File: src/rtl/mod_exp_unit_pkg.sv
// Shared definitions for the modular exponentiation unit: FSM encoding,
// default widths and the results reported for degenerate moduli.
package mod_exp_unit_pkg;

    localparam int WIDTH_DEF   = 32;
    localparam int E_WIDTH_DEF = 65;

    typedef enum logic [2:0] {
        ST_IDLE   = 3'd0,
        ST_REDUCE = 3'd1,
        ST_CHECK  = 3'd2,
        ST_MUL    = 3'd3,
        ST_SQR    = 3'd4,
        ST_FINISH = 3'd5
    } state_e;

    // Anything mod 0 is undefined (flagged via err), anything mod 1 is 0.
    localparam int unsigned RES_N_ZERO = 0;
    localparam int unsigned RES_N_ONE  = 0;

endpackage

File: src/rtl/mod_exp_unit_mult.sv
// Serial modular multiplier: p = a*b mod n, interleaved shift-add over b
// MSB-first, one bit per cycle; done pulses WIDTH+1 cycles after start.
module mod_mult
    import mod_exp_unit_pkg::*;
#(
    parameter int WIDTH = WIDTH_DEF
) (
    input  logic             clk,
    input  logic             rst_n,
    input  logic             start_i,
    input  logic [WIDTH-1:0] a_i,
    input  logic [WIDTH-1:0] b_i,
    input  logic [WIDTH-1:0] n_i,
    output logic [WIDTH-1:0] p_o,
    output logic             done_o
);

    localparam int CW = $clog2(WIDTH + 1);

    logic [WIDTH-1:0] a_q, b_q, n_q, r_q;
    logic [CW-1:0]    cnt_q;
    logic             run_q, done_q;

    logic [WIDTH+1:0] sum, sub1, sub2;
    logic [WIDTH-1:0] r_step;

    // 2r + a < 3n when r, a < n, so two conditional subtractions suffice.
    always_comb begin
        sum    = {1'b0, r_q, 1'b0} + (b_q[WIDTH-1] ? {2'b00, a_q} : '0);
        sub1   = (sum  >= {2'b00, n_q}) ? sum  - {2'b00, n_q} : sum;
        sub2   = (sub1 >= {2'b00, n_q}) ? sub1 - {2'b00, n_q} : sub1;
        r_step = sub2[WIDTH-1:0];
    end

    always_ff @(posedge clk or negedge rst_n) begin
        if (!rst_n) begin
            a_q    <= '0;
            b_q    <= '0;
            n_q    <= '0;
            r_q    <= '0;
            cnt_q  <= '0;
            run_q  <= 1'b0;
            done_q <= 1'b0;
        end else if (start_i) begin
            a_q    <= a_i;
            b_q    <= b_i;
            n_q    <= n_i;
            r_q    <= '0;
            cnt_q  <= CW'(WIDTH);
            run_q  <= 1'b1;
            done_q <= 1'b0;
        end else if (run_q) begin
            r_q    <= r_step;
            b_q    <= b_q << 1;
            cnt_q  <= cnt_q - CW'(1);
            run_q  <= (cnt_q != CW'(1));
            done_q <= (cnt_q == CW'(1));
        end else begin
            done_q <= 1'b0;
        end
    end

    assign p_o    = r_q;
    assign done_o = done_q;

endmodule

File: src/rtl/mod_exp_unit.sv
// Right-to-left square-and-multiply modular exponentiation: result = base^e mod n,
// using a single shared serial modular multiplier.
//
// state  | meaning
// IDLE   | waiting for start with e_valid
// REDUCE | pow = base mod n, acc = 1
// CHECK  | inspect exponent LSB / zero
// MUL    | acc = acc*pow mod n
// SQR    | pow = pow*pow mod n, e >>= 1
// FINISH | result valid, done pulse
module mod_exp_unit
    import mod_exp_unit_pkg::*;
#(
    parameter int WIDTH   = WIDTH_DEF,
    parameter int E_WIDTH = E_WIDTH_DEF
) (
    input  logic               clk,
    input  logic               rst_n,
    input  logic               start,
    input  logic [E_WIDTH-1:0] e,
    input  logic               e_valid,
    input  logic [WIDTH-1:0]   base,
    input  logic [WIDTH-1:0]   n,
    output logic [WIDTH-1:0]   result,
    output logic               done,
    output logic               busy,
    output logic               err
);

    state_e             state_q, state_d;
    logic [E_WIDTH-1:0] e_q, e_d;
    logic [WIDTH-1:0]   base_q, base_d, n_q, n_d;
    logic [WIDTH-1:0]   acc_q, acc_d, pow_q, pow_d;
    logic [WIDTH-1:0]   result_q, result_d;
    logic               err_q, err_d;
    logic               mm_wait_q, mm_wait_d;

    logic               mm_state, mm_start, mm_done;
    logic [WIDTH-1:0]   mm_a, mm_b, mm_p;

    mod_mult #(.WIDTH(WIDTH)) u_mult (
        .clk     (clk),
        .rst_n   (rst_n),
        .start_i (mm_start),
        .a_i     (mm_a),
        .b_i     (mm_b),
        .n_i     (n_q),
        .p_o     (mm_p),
        .done_o  (mm_done)
    );

    always_comb begin
        state_d   = state_q;
        e_d       = e_q;
        base_d    = base_q;
        n_d       = n_q;
        acc_d     = acc_q;
        pow_d     = pow_q;
        result_d  = result_q;
        err_d     = err_q;
        mm_a      = acc_q;
        mm_b      = pow_q;

        // Each multiplier state issues exactly one operation, then waits for done.
        mm_state  = (state_q == ST_REDUCE) || (state_q == ST_MUL) || (state_q == ST_SQR);
        mm_start  = mm_state && !mm_wait_q;
        mm_wait_d = mm_wait_q;
        if (mm_start)     mm_wait_d = 1'b1;
        else if (mm_done) mm_wait_d = 1'b0;

        unique case (state_q)
            ST_IDLE: begin
                if (start && e_valid) begin
                    e_d    = e;
                    base_d = base;
                    n_d    = n;
                    err_d  = 1'b0;
                    if (n == '0) begin
                        result_d = WIDTH'(RES_N_ZERO);
                        err_d    = 1'b1;
                        state_d  = ST_FINISH;
                    end else if (n == WIDTH'(1)) begin
                        result_d = WIDTH'(RES_N_ONE);
                        state_d  = ST_FINISH;
                    end else begin
                        state_d  = ST_REDUCE;
                    end
                end
            end
            ST_REDUCE: begin
                mm_a = WIDTH'(1);
                mm_b = base_q;
                if (mm_done) begin
                    pow_d   = mm_p;
                    acc_d   = WIDTH'(1);
                    state_d = ST_CHECK;
                end
            end
            ST_CHECK: begin
                if (e_q == '0) begin
                    result_d = acc_q;
                    state_d  = ST_FINISH;
                end else if (e_q[0]) begin
                    state_d  = ST_MUL;
                end else begin
                    state_d  = ST_SQR;
                end
            end
            ST_MUL: begin
                mm_a = acc_q;
                mm_b = pow_q;
                if (mm_done) begin
                    acc_d   = mm_p;
                    state_d = ST_SQR;
                end
            end
            ST_SQR: begin
                mm_a = pow_q;
                mm_b = pow_q;
                if (mm_done) begin
                    pow_d   = mm_p;
                    e_d     = e_q >> 1;
                    state_d = ST_CHECK;
                end
            end
            ST_FINISH: state_d = ST_IDLE;
            default:   state_d = ST_IDLE;
        endcase
    end

    always_ff @(posedge clk or negedge rst_n) begin
        if (!rst_n) begin
            state_q   <= ST_IDLE;
            e_q       <= '0;
            base_q    <= '0;
            n_q       <= '0;
            acc_q     <= '0;
            pow_q     <= '0;
            result_q  <= '0;
            err_q     <= 1'b0;
            mm_wait_q <= 1'b0;
        end else begin
            state_q   <= state_d;
            e_q       <= e_d;
            base_q    <= base_d;
            n_q       <= n_d;
            acc_q     <= acc_d;
            pow_q     <= pow_d;
            result_q  <= result_d;
            err_q     <= err_d;
            mm_wait_q <= mm_wait_d;
        end
    end

    assign result = result_q;
    assign err    = err_q;
    assign done   = (state_q == ST_FINISH);
    assign busy   = (state_q != ST_IDLE);

endmodule
File: config.mk
export PLATFORM = sky130hd
export DESIGN_NAME = mod_exp_unit
export DESIGN_NICKNAME = d
export VERILOG_FILES = /design/src/rtl/mod_exp_unit_pkg.sv /design/src/rtl/mod_exp_unit_mult.sv /design/src/rtl/mod_exp_unit.sv
export SDC_FILE = /design/constraint.sdc
export NUM_CORES = 1
export LEC_CHECK = 0
export ABC_CLOCK_PERIOD_IN_PS = 23900
export BUFFER_PORTS_ARGS = -buffer_cell sky130_fd_sc_hd__buf_2
export CORE_MARGIN = 2
export CORE_UTILIZATION = 25
export CTS_CLUSTER_DIAMETER = 50
export DETAILED_ROUTE_END_ITERATION = 8
export GPL_TIMING_DRIVEN = 0
export PLACE_DENSITY = 0.48
export SYNTH_ARGS = -nofsm -noshare
export SYNTH_HDL_FRONTEND = slang
export SYNTH_SLANG_ARGS = --single-unit
File: constraint.sdc
create_clock -name clk -period 23.9 [get_ports clk]
set_input_delay 1.195 -clock clk [delete_from_list [all_inputs] [get_ports clk]]
set_output_delay 1.195 -clock clk [all_outputs]
set_load 0.01 [all_outputs]
==> Implementation_results.wiki <==
{| class="wikitable"
! Metric !! Value
|-
| Critical Path AT || 11290 ps
|-
| IO buf count || 167
|-
| Effective utilization at floorplan || 0.2533
|-
| Worst-case reg-to-reg path depth || 33
|-
| Synth warn || 0
|-
| Worst-path cell with the longest stage delay || a311oi_1
|-
| Synth area leaders || dfrtp_1 42%, nand2_1 8.3%, o21ai_0 6.3%
|-
| Data required time of the worst path || 24400 ps
|-
| Via count || 18478
|-
| Layout cells sized above 1 || 0.1282
|-
| Buffering stage count on the worst path with inverters included || 5
|-
| Setup TNS || 0 ps
|-
| Pin count of the biggest net entering global routing || 107
|-
| Total of cells resized after clock tree synthesis || 0
|-
| Number of hold buffers added after CTS || 0
|-
| Library cell appearing most often on the critical path || a21o_1
|-
| Vias in the first global route || 18360
|-
| Total iterations of the first detailed-routing run || 5
|-
| Global placer's final weighted congestion || 0.8746
|-
| Core area || 85410 um^2
|-
| Count of standard-cell rows || 107
|-
| Total gr overflow || 0
|-
| Sort of element at the end of the critical path || flip-flop
|-
| IO Count || 168
|-
| Number of cells on the critical path || 33
|-
| Worst clock skew || 59.73 ps
|-
| Unique masters post-synth || 73
|-
| Height of the chip || 298.2 um
|-
| Outcome || finished clean
|-
| Slew of the pin with the lowest slew margin || 1361 ps
|-
| Critical path start-end classification || flip-flop to flip-flop
|-
| CP Launch Point || u_mult.b_q[31]
|-
| Cell accounting for the most synthesized area || dfrtp_1
|-
| Clock Root Buffer || clkbuf_16
|-
| Reg clk slew, reported paths || 60 ps
|-
| Min-Delay Path Class || flip-flop to flip-flop
|-
| Half-perimeter wire length after placement || 56430 um
|-
| All-layer global routing usage || 0.1603
|-
| RSZ-0062 raised after global routing || no
|-
| Detail-routed via count per cell || 4.770
|-
| Num CTS Buffers || 55
|-
| Post-synth EDFFs || 0
|-
| Post-synthesis to final-layout area growth || 20.02%
|-
| Depth of the CTS H-tree || 2
|-
| Number of nets in the synthesized netlist || 2690
|-
| Share of synthesized flip-flops with an asynchronous set or reset || 1.000
|-
| Clk sinks || 366
|-
| RR Endpoint || u_mult.p_o[30]
|-
| Die ar. || 88920 um^2
|-
| Setup ws final || 13120 ps
|-
| Longest Clk Path Bufs || 3
|-
| Top cell type's share of synthesized area || 0.4233
|-
| Post-synthesis sequential area ratio || 0.4233
|-
| Setup bufs post-CTS || 0
|-
| First-pass GRT wire length || 111400 um
|-
| Relative slew slack || 0.08638
|-
| Largest delay share family, worst path || compound AO/OA/AOI/OAI gates
|-
| Most frequent cell after synthesis || nand2_1
|-
| Antenna violations before repair || 7
|-
| Endpoints failing setup || 0
|-
| Total standard cell area after synthesis || 21640 um^2
|-
| Max-cap violation count || 0
|-
| Number of max-slew violations in the final report || 0
|-
| Maximum operating frequency || 0.09273 GHz
|-
| Hold Fails Final Rpt || 0
|-
| Wire per inst || 18.59 um
|-
| Post-synthesis instance total || 2457
|-
| Startpoint types || flip-flop
|-
| Horizontal extent of the die || 298.2 um
|-
| Count of routing violations after the opening detailed-route iteration || 1151
|-
| Largest fanout on the critical path || 10
|-
| Clock insertion delay at the later pin of the skew report || 630 ps
|-
| Final design utilization || 0.3040
|-
| Critical path endpoint || u_mult.p_o[30]
|-
| Worst path max stage delay || 1070 ps
|-
| Portion of the clock cycle consumed by the worst path in the final layout || 0.4512
|-
| Pre-CTS worst setup slack || 13120 ps
|-
| Reg2reg setup slack || 13120 ps
|-
| Number of flip-flops and latches in the synthesized netlist || 366
|-
| Post-Syn Area per Cell || 8.807 um^2
|-
| Filler instances || 9296
|-
| # diodes || 0
|-
| WL final || 72030 um
|-
| Clock period minus worst slack || 10780 ps
|-
| TritonCTS clock tree || done
|-
| Most common flop cell mapped by yosys || dfrtp_1
|-
| Count of antenna-violating nets left after detailed routing || 0
|-
| DRC violations left || 0
|-
| Commonest cells post-synth || 479 x nand2_1, 366 x dfrtp_1, 273 x o21ai_0
|-
| Worst hold margin || 470.5 ps
|-
| Net total in the final layout || 2919
|-
| Reg-to-reg startpoint || u_mult.b_q[31]
|}
## layer usage
layer / GRT usage / vias up / share of wire
met5: 0 / - / 0.0013
met4: 0.03745 / 12 / 0.019
met3: 0.02319 / 87 / 0.041
met2: 0.2565 / 342 / 0.46
met1: 0.2271 / 8843 / 0.48
li1: - / 9194 / -
## cells by family (layout without fill, tap and decap cells)
kind of cell | after synthesis | after routing | synth area share
AOI/OAI and AO/OA | 675 | 675 | 0.1921
xor gates and xnor gates | 83 | 83 | 0.03360
adders and majority gates | 100 | 100 | 0.05886
buffers and inverters | 209 | 482 | 0.03764
DFF | 366 | 366 | 0.4233
muxes | 151 | 151 | 0.07286
and+or+nand+nor | 873 | 873 | 0.1817
## layout make-up
| type | count | area, um^2 | share of cell area |
|---|---|---|---|
| clock buffers | 64 | 1460 | 0.05622 |
| multi-input cells | 1882 | 11680 | 0.4496 |
| inverters | 59 | 221.5 | 0.008528 |
| well taps | 1144 | 1431 | 0.05512 |
| plain buffers | 150 | 593.1 | 0.02284 |
| repair buffers | 172 | 945.9 | 0.03642 |
| flip-flops and latches | 366 | 9159 | 0.3527 |
| clock inverters | 37 | 483.0 | 0.01860 |
## worst min-delay path by stage
stage,depth (start not counted),endpoint,slack (ps),startpoint
after floorplan,2,u_mult.n_q[0],440,n_q[0]
after global placement,2,err,460,err
after detailed placement,2,n_q[14],460,n_q[14]
after CTS,2,u_mult.n_q[19],480,n_q[19]
after global routing,2,n_q[14],500,n_q[14]
final,2,result[25],470,result[25]
## registers in the layout (all words and copies together), names as in the netlist, 3 cells and up
signal        flops
state_q           3
pow_q            32
u_mult.p_o       32
u_mult.cnt_q      6
base_q           32
u_mult.a_q       32
e_q              65
result           32
u_mult.n_q       32
u_mult.b_q       32
acc_q            32
n_q              32
## stage by stage
step           area, um^2  instances
3_5_place_dp        24030       3773
6_report            25970       3874
5_1_grt             25970       3874
3_3_place_gp        23910       3768
2_1_floorplan       21640       2457
4_1_cts             25970       3874
## worst reg2reg max path, delay by kind of cell, from the launching register on
kind	cells	cell delay, ps
buf+inv	5	1430
fa+ha+maj	4	1450
mux	1	410
flops	1	490
simple gates	9	2200
compound gates	14	4730
## cell usage in the layout (no fill, tap or decap), drive strengths merged, types with 49 or more instances in the layout
master,synthesis,layout
a21o,49,49
inv,59,66
nand2,480,480
nand3,58,58
buf,22,193
nor2,114,114
xnor2,49,49
a21oi,122,122
clkbuf,128,192
mux2i,99,99
ha,97,97
o21ai,275,275
dfrtp,366,366
mux2,52,52
Power is not shown: default switching activity piles up to over one toggle a cycle in this logic, so the estimate is an artifact.
